==> config.mk <==
export PLATFORM = sky130hd
export DESIGN_NAME = bp_be_dcache_wbuf
export DESIGN_NICKNAME = d
export VERILOG_FILES = /design/src/rtl/bp_be_dcache_pkg.sv /design/src/rtl/bp_be_dcache_wbuf_queue.sv /design/src/rtl/bp_be_dcache_wbuf.sv
export SDC_FILE = /design/constraint.sdc
export NUM_CORES = 1
export LEC_CHECK = 0
export ABC_AREA = 1
export BUFFER_PORTS_ARGS = -buffer_cell sky130_fd_sc_hd__buf_2
export CORE_ASPECT_RATIO = 1.25
export CORE_MARGIN = 8
export CORE_UTILIZATION = 58
export CTS_CLUSTER_DIAMETER = 80
export DETAILED_ROUTE_END_ITERATION = 6
export PLACE_DENSITY = 0.87
export SYNTH_ARGS = -nofsm -noshare
export SYNTH_HDL_FRONTEND = slang
export SYNTH_SLANG_ARGS = --single-unit
==> constraint.sdc <==
create_clock -name clk_i -period 4.6 [get_ports clk_i]
set_clock_uncertainty 0.2 [all_clocks]
set_input_delay 0.23 -clock clk_i [delete_from_list [all_inputs] [get_ports clk_i]]
set_output_delay 0.23 -clock clk_i [all_outputs]
set_load 0.02 [all_outputs]
==> src/rtl/bp_be_dcache_pkg.sv <==
// Shared types and default geometry for the dcache store write buffer.
// Entry struct widths follow the default dcache geometry below.
package bp_be_dcache_pkg;

    localparam int wbuf_data_width_gp         = 64;
    localparam int wbuf_paddr_width_gp        = 22;
    localparam int wbuf_ways_gp               = 8;
    localparam int wbuf_sets_gp               = 64;
    localparam int wbuf_block_offset_width_gp = 6;
    localparam int wbuf_els_gp                = 2;

    localparam int wbuf_way_id_width_gp = $clog2(wbuf_ways_gp);
    localparam int wbuf_mask_width_gp   = wbuf_data_width_gp / 8;

    typedef struct packed {
        logic [wbuf_paddr_width_gp-1:0]  paddr;
        logic [wbuf_way_id_width_gp-1:0] way_id;
        logic [wbuf_data_width_gp-1:0]   data;
        logic [wbuf_mask_width_gp-1:0]   mask;
    } bp_be_dcache_wbuf_entry_s;

endpackage

==> src/rtl/bp_be_dcache_wbuf_queue.sv <==
// Two-entry shift-register store queue: el0 is always the oldest entry.
// Illegal enqueue/dequeue attempts leave all state untouched.
module bp_be_dcache_wbuf_queue
    import bp_be_dcache_pkg::*;
#(
    parameter int paddr_width_p  = wbuf_paddr_width_gp,
    parameter int way_id_width_p = wbuf_way_id_width_gp,
    parameter int data_width_p   = wbuf_data_width_gp,
    parameter int mask_width_p   = data_width_p / 8
) (
    input  logic                                  clk_i,
    input  logic                                  reset_n_i,
    input  logic                                  v_i,
    input  logic [paddr_width_p-1:0]              paddr_i,
    input  logic [way_id_width_p-1:0]             way_id_i,
    input  logic [data_width_p-1:0]               data_i,
    input  logic [mask_width_p-1:0]               mask_i,
    input  logic                                  yumi_i,
    output logic                                  ready_o,
    output logic                                  v_o,
    output logic                                  empty_o,
    output logic [wbuf_els_gp-1:0]                el_v_o,
    output logic [wbuf_els_gp-1:0][paddr_width_p-1:0] el_paddr_o,
    output logic [wbuf_els_gp-1:0][data_width_p-1:0]  el_data_o,
    output logic [wbuf_els_gp-1:0][mask_width_p-1:0]  el_mask_o,
    output logic [way_id_width_p-1:0]             head_way_id_o
);

    logic [1:0] count_reg, count_next;
    logic       illegal_enq, illegal_deq, hold, enq, deq;
    logic [1:0] enq_slot;

    logic [paddr_width_p-1:0]  paddr_reg  [wbuf_els_gp];
    logic [way_id_width_p-1:0] way_id_reg [wbuf_els_gp];
    logic [data_width_p-1:0]   data_reg   [wbuf_els_gp];
    logic [mask_width_p-1:0]   mask_reg   [wbuf_els_gp];
    logic [paddr_width_p-1:0]  paddr_next [wbuf_els_gp];
    logic [way_id_width_p-1:0] way_id_next[wbuf_els_gp];
    logic [data_width_p-1:0]   data_next  [wbuf_els_gp];
    logic [mask_width_p-1:0]   mask_next  [wbuf_els_gp];

    // Enqueue while full is legal only when the head retires the same cycle.
    assign illegal_enq = v_i & (count_reg == 2'd2) & ~yumi_i;
    assign illegal_deq = yumi_i & (count_reg == 2'd0);
    assign hold        = illegal_enq | illegal_deq;
    assign enq         = v_i & ~hold;
    assign deq         = yumi_i & ~hold;
    assign enq_slot    = count_reg - {1'b0, deq};
    assign count_next  = count_reg + {1'b0, enq} - {1'b0, deq};

    always_comb begin
        for (int i = 0; i < wbuf_els_gp; i++) begin
            paddr_next[i]  = paddr_reg[i];
            way_id_next[i] = way_id_reg[i];
            data_next[i]   = data_reg[i];
            mask_next[i]   = mask_reg[i];
            if (enq && (enq_slot == 2'(i))) begin
                paddr_next[i]  = paddr_i;
                way_id_next[i] = way_id_i;
                data_next[i]   = data_i;
                mask_next[i]   = mask_i;
            end else if (deq && (i == 0)) begin
                paddr_next[i]  = paddr_reg[1];
                way_id_next[i] = way_id_reg[1];
                data_next[i]   = data_reg[1];
                mask_next[i]   = mask_reg[1];
            end
        end
    end

    always_ff @(posedge clk_i or negedge reset_n_i) begin
        if (!reset_n_i) begin
            count_reg <= 2'd0;
            for (int i = 0; i < wbuf_els_gp; i++) begin
                paddr_reg[i]  <= '0;
                way_id_reg[i] <= '0;
                data_reg[i]   <= '0;
                mask_reg[i]   <= '0;
            end
        end else begin
            count_reg <= count_next;
            for (int i = 0; i < wbuf_els_gp; i++) begin
                paddr_reg[i]  <= paddr_next[i];
                way_id_reg[i] <= way_id_next[i];
                data_reg[i]   <= data_next[i];
                mask_reg[i]   <= mask_next[i];
            end
        end
    end

    always_ff @(posedge clk_i) begin
        if (reset_n_i) begin
            assert (!illegal_enq) else $warning("wbuf: enqueue while full dropped");
            assert (!illegal_deq) else $warning("wbuf: dequeue while empty dropped");
        end
    end

    assign ready_o       = (count_reg != 2'd2);
    assign v_o           = (count_reg != 2'd0);
    assign empty_o       = (count_reg == 2'd0);
    assign head_way_id_o = way_id_reg[0];
    assign el_v_o[0]     = (count_reg != 2'd0);
    assign el_v_o[1]     = (count_reg == 2'd2);

    for (genvar gi = 0; gi < wbuf_els_gp; gi++) begin : g_el_out
        assign el_paddr_o[gi] = paddr_reg[gi];
        assign el_data_o[gi]  = data_reg[gi];
        assign el_mask_o[gi]  = mask_reg[gi];
    end

endmodule

==> src/rtl/bp_be_dcache_wbuf.sv <==
// Dcache store write buffer: queue plus byte-wise load bypass and LCE set snoop.
// Bypass and snoop are combinational from registered queue state only.
module bp_be_dcache_wbuf
    import bp_be_dcache_pkg::*;
#(
    parameter int data_width_p         = wbuf_data_width_gp,
    parameter int paddr_width_p        = wbuf_paddr_width_gp,
    parameter int ways_p               = wbuf_ways_gp,
    parameter int sets_p               = wbuf_sets_gp,
    parameter int block_offset_width_p = wbuf_block_offset_width_gp,
    localparam int way_id_width_lp     = $clog2(ways_p),
    localparam int mask_width_lp       = data_width_p / 8,
    localparam int index_width_lp      = $clog2(sets_p)
) (
    input  logic                        clk_i,
    input  logic                        reset_n_i,
    input  logic                        v_i,
    input  logic [paddr_width_p-1:0]    paddr_i,
    input  logic [way_id_width_lp-1:0]  way_id_i,
    input  logic [data_width_p-1:0]     data_i,
    input  logic [mask_width_lp-1:0]    mask_i,
    output logic                        ready_o,
    output logic                        v_o,
    output logic [paddr_width_p-1:0]    paddr_o,
    output logic [way_id_width_lp-1:0]  way_id_o,
    output logic [data_width_p-1:0]     data_o,
    output logic [mask_width_lp-1:0]    mask_o,
    input  logic                        yumi_i,
    input  logic                        bypass_v_i,
    input  logic [paddr_width_p-1:0]    bypass_paddr_i,
    output logic [data_width_p-1:0]     bypass_data_o,
    output logic [mask_width_lp-1:0]    bypass_mask_o,
    input  logic [index_width_lp-1:0]   lce_snoop_index_i,
    output logic                        lce_snoop_match_o,
    output logic                        empty_o
);

    localparam int byte_offset_lp = $clog2(mask_width_lp);

    logic [wbuf_els_gp-1:0]                     el_v;
    logic [wbuf_els_gp-1:0][paddr_width_p-1:0]  el_paddr;
    logic [wbuf_els_gp-1:0][data_width_p-1:0]   el_data;
    logic [wbuf_els_gp-1:0][mask_width_lp-1:0]  el_mask;
    logic [wbuf_els_gp-1:0]                     bypass_hit;
    logic [wbuf_els_gp-1:0]                     snoop_hit;
    logic                                       unused_bits;

    bp_be_dcache_wbuf_queue #(
        .paddr_width_p (paddr_width_p),
        .way_id_width_p(way_id_width_lp),
        .data_width_p  (data_width_p),
        .mask_width_p  (mask_width_lp)
    ) queue (
        .clk_i        (clk_i),
        .reset_n_i    (reset_n_i),
        .v_i          (v_i),
        .paddr_i      (paddr_i),
        .way_id_i     (way_id_i),
        .data_i       (data_i),
        .mask_i       (mask_i),
        .yumi_i       (yumi_i),
        .ready_o      (ready_o),
        .v_o          (v_o),
        .empty_o      (empty_o),
        .el_v_o       (el_v),
        .el_paddr_o   (el_paddr),
        .el_data_o    (el_data),
        .el_mask_o    (el_mask),
        .head_way_id_o(way_id_o)
    );

    assign paddr_o = el_paddr[0];
    assign data_o  = el_data[0];
    assign mask_o  = el_mask[0];

    // Loads match on the doubleword address; byte offset selects lanes only.
    for (genvar gi = 0; gi < wbuf_els_gp; gi++) begin : g_el_cmp
        assign bypass_hit[gi] = bypass_v_i & el_v[gi]
            & (el_paddr[gi][paddr_width_p-1:byte_offset_lp]
               == bypass_paddr_i[paddr_width_p-1:byte_offset_lp]);
        assign snoop_hit[gi] = el_v[gi]
            & (el_paddr[gi][block_offset_width_p+:index_width_lp] == lce_snoop_index_i);
    end

    // el1 is the younger store, so its bytes take priority over el0.
    for (genvar gi = 0; gi < mask_width_lp; gi++) begin : g_byte
        logic take1, take0;
        assign take1 = bypass_hit[1] & el_mask[1][gi];
        assign take0 = bypass_hit[0] & el_mask[0][gi];
        assign bypass_mask_o[gi] = take1 | take0;
        assign bypass_data_o[8*gi+:8] = take1 ? el_data[1][8*gi+:8]
                                      : take0 ? el_data[0][8*gi+:8]
                                      : 8'h00;
    end

    assign lce_snoop_match_o = |snoop_hit;

    assign unused_bits = ^{bypass_paddr_i[byte_offset_lp-1:0], el_paddr[1][byte_offset_lp-1:0]};

endmodule
# ---- Word level (Yosys, flattened, before mapping)
# Cells that the tools add are included.
dict set report totals {
  out_inout_bits 173
  rom_bits 0
  register_bits 196
  latch_bits 0
  in_bits 130
  mem_count 0
  mem_bits_rw 0
  elab_cells 88
}
dict set report classes {
  n_addsub 3
  n_reduce_logical 7
  shifts 0
  n_bitwise 38
  n_div 0
  order_cmp 0
  mul 0
  eq_ne 7
  muxes 24
}
# operator count
set op_table {}
lappend op_table {{8-bit 2-to-1 mux} 18}
lappend op_table {{64-bit 2-to-1 mux} 2}
lappend op_table {{22-bit 2-to-1 mux} 2}
lappend op_table {{19-bit equality test} 2}
lappend op_table {{1-bit AND} 27}
lappend op_table {{6-bit equality test} 2}
lappend op_table {{1-bit OR} 9}
lappend op_table {{3-bit 2-to-1 mux} 2}
lappend op_table {{2-bit zero test} 2}
lappend op_table {{2-bit nonzero test} 2}
lappend op_table {{2-bit by 1-bit subtractor with 2-bit output} 2}
lappend op_table {{2-bit by 1-bit adder with 2-bit output} 1}
lappend op_table {{2-bit by 1-bit equality test with 1-bit output (second input constant)} 1}
lappend op_table {{2-bit equality test (second input constant)} 1}
lappend op_table {{1-bit logical AND} 2}
lappend op_table {{2-bit inequality test (second input constant)} 1}
lappend op_table {{1-bit inverter} 2}
lappend op_table {{2-bit OR reduction} 1}

# ---- Longest topological paths before layout
dict set report depth {
  depth_word 10
  mapped_depth 15
  ltp_nobuf 10
}

# ---- Hierarchy
# A second synthesis with hierarchy kept.
dict set report unflattened {
  cells_unflattened 1743
  hier_area_um2 11944.0
}
# module seq_area_each_um2 area_each_um2 cells_each instances
set modules_own_cells {}
lappend modules_own_cells {bp_be_dcache_wbuf_queue 4904.7 9831.9 1308 1}
lappend modules_own_cells {bp_be_dcache_wbuf 0.0 2112.0 435 1}

# ---- Worst setup path after synthesis
# Ideal clock, no wire load.
dict set report synth_path {
  path_kind {flip-flop to flip-flop}
  start {reg queue.count_reg[1]}
  end {reg queue.mask_reg, in the netlist queue.el_mask_o[0]}
  setup_time_ns 0.142
  period_less_slack_ns 2.890
  arrival_time_ns 2.548
  required_ns 4.258
  slack_ns 1.710
  path_stages_with_launch 15
  n_path_buf 4
  path_cell_list {dfrtp_1 -> nor2_2 -> inv_2 -> nand2_2 -> inv_2 -> clkbuf_1 -> buf_2 -> ha_1 -> xor2_1 -> nor2_1 -> nand3_1 -> buf_2 -> nand2_1 -> clkbuf_1 -> o221ai_1}
}
dict set report synth_between {
  elab_cells_between_ends 14
  cone_classes {1 x add/sub; 1 x eq/ne; 1 x mux; 7 x bitwise; 4 x reduce/logical}
}
# item line
set synth_lines {}
lappend synth_lines {{from (decl)} bp_be_dcache_wbuf_queue.sv:29} ;# logic [1:0] count_reg, count_next;
lappend synth_lines {{from (signal assigned)} bp_be_dcache_wbuf_queue.sv:81} ;# count_reg <= count_next;
lappend synth_lines {{2-bit zero test *} n/a}
lappend synth_lines {{via empty_o} bp_be_dcache_wbuf.sv:35} ;# output logic empty_o
lappend synth_lines {{1-bit AND *} bp_be_dcache_wbuf_queue.sv:44} ;# assign illegal_deq = yumi_i & (count_reg == 2'd0);
lappend synth_lines {{1-bit OR *} bp_be_dcache_wbuf_queue.sv:45} ;# assign hold = illegal_enq | illegal_deq;
lappend synth_lines {{1-bit inverter *} {bp_be_dcache_wbuf_queue.sv:46, bp_be_dcache_wbuf_queue.sv:47}}
lappend synth_lines {{1-bit AND} bp_be_dcache_wbuf_queue.sv:47} ;# assign deq = yumi_i & ~hold;
lappend synth_lines {{2-bit by 1-bit subtractor with 2-bit output} bp_be_dcache_wbuf_queue.sv:48} ;# assign enq_slot = count_reg - {1'b0, deq};
lappend synth_lines {{2-bit zero test} bp_be_dcache_wbuf_queue.sv:57} ;# if (enq && (enq_slot == 2'(i))) begin
lappend synth_lines {{1-bit logical AND} bp_be_dcache_wbuf_queue.sv:57}
lappend synth_lines {{8-bit 2-to-1 mux / 2-bit nonzero test (equally long branches)} n/a}
lappend synth_lines {{to (signal, indexed assignment)} bp_be_dcache_wbuf_queue.sv:86} ;# mask_reg[i] <= mask_next[i];
lappend synth_lines {{to (decl)} bp_be_dcache_wbuf_queue.sv:36} ;# logic [mask_width_p-1:0] mask_reg [wbuf_els_gp];
# Mark *: on every way through the listed nets, which the timed path passes. The rest lies on a longest branch.
# A chain may end at the register's enable or synchronous reset.

# ---- Final worst setup path
dict set report layout_path {
  start {reg queue.count_reg[0]}
  end {out bypass_data_o[33]}
}
dict set report layout_between {
  elab_chain_cells 6
  elab_cells_between_ends 10
  cone_classes {1 x eq/ne; 2 x mux; 6 x bitwise; 1 x reduce/logical}
}
# item line
set layout_rtl {}
lappend layout_rtl {{2-bit nonzero test} bp_be_dcache_wbuf_queue.sv:102} ;# assign el_v_o[0] = (count_reg != 2'd0);
lappend layout_rtl {{1-bit AND} bp_be_dcache_wbuf.sv:78} ;# assign bypass_hit[gi] = bypass_v_i & el_v[gi]
lappend layout_rtl {{1-bit AND} bp_be_dcache_wbuf.sv:79} ;# & (el_paddr[gi][paddr_width_p-1:byte_offset_lp]
lappend layout_rtl {{1-bit AND} bp_be_dcache_wbuf.sv:89} ;# assign take0 = bypass_hit[0] & el_mask[0][gi];
lappend layout_rtl {{8-bit 2-to-1 mux} bp_be_dcache_wbuf.sv:92} ;# : take0 ? el_data[0][8*gi+:8]
lappend layout_rtl {{8-bit 2-to-1 mux *} bp_be_dcache_wbuf.sv:91} ;# assign bypass_data_o[8*gi+:8] = take1 ? el_data[1][8*gi+:8]
lappend layout_rtl {{to (decl)} bp_be_dcache_wbuf.sv:31} ;# output logic [data_width_p-1:0] bypass_data_o,
# Mark *: on every way between the ends. The rest lies on a longest branch, timed or not.

==> out/qor.csv <==
metric;value;unit
ant_nets;0;
fin_crit_sh;80.2;%
period_minus_slack;3690;ps
io_buffers;299;
rows;57;
first_pass_iters;6;
cp_cell_sequence;inv_2 > nand2_1 > nor2_2 > nand2_1 > nor2_2 > nand2_2 > nor2_4 > and2_4 > buf_4 > nand3_2 > nand2_1 > buf_2;
fp.coreArea;19300;sq um
r2r_start;queue.count_reg[1];
synth_fp_nets;1492;
cts_buffers;17;
max_stage_delay;840;ps
grt-busiest-layer;met2;
slowest_stage;and2_4;
dp.final_hpwl;21.4;mm
crit_family;simple AND/OR/NAND/NOR gates;
status;finished, final reports clean;
synth_top_area_share;43.4;%
slew_headroom;27.8;%
cp.required;4170;ps
critPathMostFrequentCell;nand2_1;
synth_top_area_cell;dfrtp_1;
dp.cells;1723;
fmax;271;MHz
avgSynthCellArea;8.31;sq um
hold_path.class;in2reg;
wire_per_inst;18.9;microns
dieArea;24200;sq um
gr-usage-met2;47.7;%
fp.dieW;141;microns
vias;10874;
cts_buffer_depth;2;
synth_top_flop_cell;dfrtp_1;
area_growth_syn_to_layout;20.3;%
cp.arrival;3260;ps
initial_core_util;58.7;%
synthTopCellsByCount;nand3_1, nand2_1, dfrtp_1;
clock_latency;430;ps
totalPowerFinal;8.03;mW
track_usage;28.6;%
grt_pass1_vias;10940;
htreeDepth;4;
setup_viol;0;
place_congestion;0.833;
wl;35.1;mm
tightest_slew;1080;ps
largest_reg_flops;128;
fill_cells;1378;
holdWs;122;ps
gr-total-overflow;0;
drc_errors;0;
drv_slew;0;
power_leakage;7.09;nW
synthCells;1360;
p_per_area;590;nW/um^2
synth_edf_count;0;
synth_async_sr_flop_share;100;%
ys_warn_count;0;
hold_viol;0;
drt_iter0_markers;1082;
fin_cells;1855;
clk_pin_slew;70;ps
cap_violations;0;
worst_slack;912;ps
antenna_found_initial;2;
netlist-cell-type-count;31;
post_cts_resized;0;
nets;1736;
whs_endpoint;queue.count_reg[0];
startpoint_type;flop;
drive_above_1_share;26.0;%
synth_most_common_cell;nand3_1;
final_util;70.6;%
grt_max_degree;190;
cts_sinks;196;
ys_ff_latch;196;
cp_max_fo;55;
syn-cell-area;11300;sq um
ys_seq_area_share;43.4;%
hold_start;v_i;
crit_buf_inv;3;
grt_util_met3;6.49;%
cts_tree;yes;
die_h;172;microns
hold_depth;3;
cts_hold_buf;98;
met1_usage;33.4;%
final_area;13600;sq um
worstSetupEndpointType;primary output;
place_ws;1350;ps
grt_first_pass_wirelength;55.6;mm
root_buffer;clkbuf_16;
grt_setup_unrepaired;false;
peakVddDrop;0.318;mV
post_dp_cell_area;12000;sq um
setup.worst_path.class;reg2out;
finalSetupTns;0;ps
io_pins;303;
vias_per_cell;5.86;
post_cts_buffers;0;
synth.top_cells.by_area;dfrtp_1, nand3_1, nand2_1, buf_4, o211ai_1;
r2r_cells;6;
regToRegEndpoint;queue.el_paddr_o[9];
rrSetupSlack;1360;ps
[cell usage in the layout (no fill, tap or decap), types with 21 or more instances in the layout]
cell type	count
buf_2	298
nand3_1	257
nand2_1	246
dfrtp_1	196
inv_1	150
dlygate4sd3_1	98
o211ai_1	76
o21ai_1	64
nand3_2	55
o21ai_0	35
o221ai_1	21
[cell type report]
cell class / instances / area (sq um) / share of cell area [%]
Antenna cell: 2 / 5.00 / 0.0368
Clock buffer: 17 / 425 / 3.13
Clock inverter: 15 / 193 / 1.42
Inverter: 154 / 579 / 4.26
Multi-Input combinational cell: 827 / 4570 / 33.6
Sequential cell: 196 / 4900 / 36.1
Tap cell: 236 / 295 / 2.17
Timing Repair Buffer: 408 / 2620 / 19.3
[logic make-up after synthesis]
logic type / after synthesis / share of synthesized area, %
XOR/XNOR: 27 / 2.09
adder cells (fa/ha/maj): 2 / 0.221
AO/OA/AOI/OAI: 201 / 11.4
AND/OR/NAND/NOR: 597 / 26.5
buffers and inverters: 337 / 16.3
flip-flops: 196 / 43.4
[how the worst max path moves through the flow]
stage                             from  slack [ps]                  to  cells past startpoint
global route        queue.count_reg[0]         730   bypass_data_o[33]                     12
global placement    queue.count_reg[0]        1380   bypass_data_o[30]                     12
detailed placement  queue.count_reg[0]        1350   bypass_data_o[51]                     12
CTS                 queue.count_reg[0]         870   bypass_data_o[51]                     12
floorplan           queue.count_reg[1]        1710  queue.el_mask_o[0]                     14
finish              queue.count_reg[0]         910   bypass_data_o[33]                     12
[layer usage]
layer / routed length, microns / up-vias / share of wire [%]
met5: 0 / - / 0
met4: 1800 / 0 / 5.1
met3: 3000 / 137 / 8.5
met2: 17200 / 636 / 49
met1: 13100 / 5161 / 37
li1: - / 4940 / -
[power by group]
part	internal [mW]	switching [mW]	total, mW
logic	1.13	2.05	3.17
registers	2.49	0.789	3.28
clock network	0.831	0.743	1.57
total	4.44	3.58	8.03
[worst reg2reg max path: stages (launching register included)]
cell	delay (ps)
dfrtp_1	420
nor2_2	210
inv_2	90
nand2_4	70
buf_4	750
nand2_1	920
o221ai_1	460
Note: power is estimated with default switching activity, not from simulation.
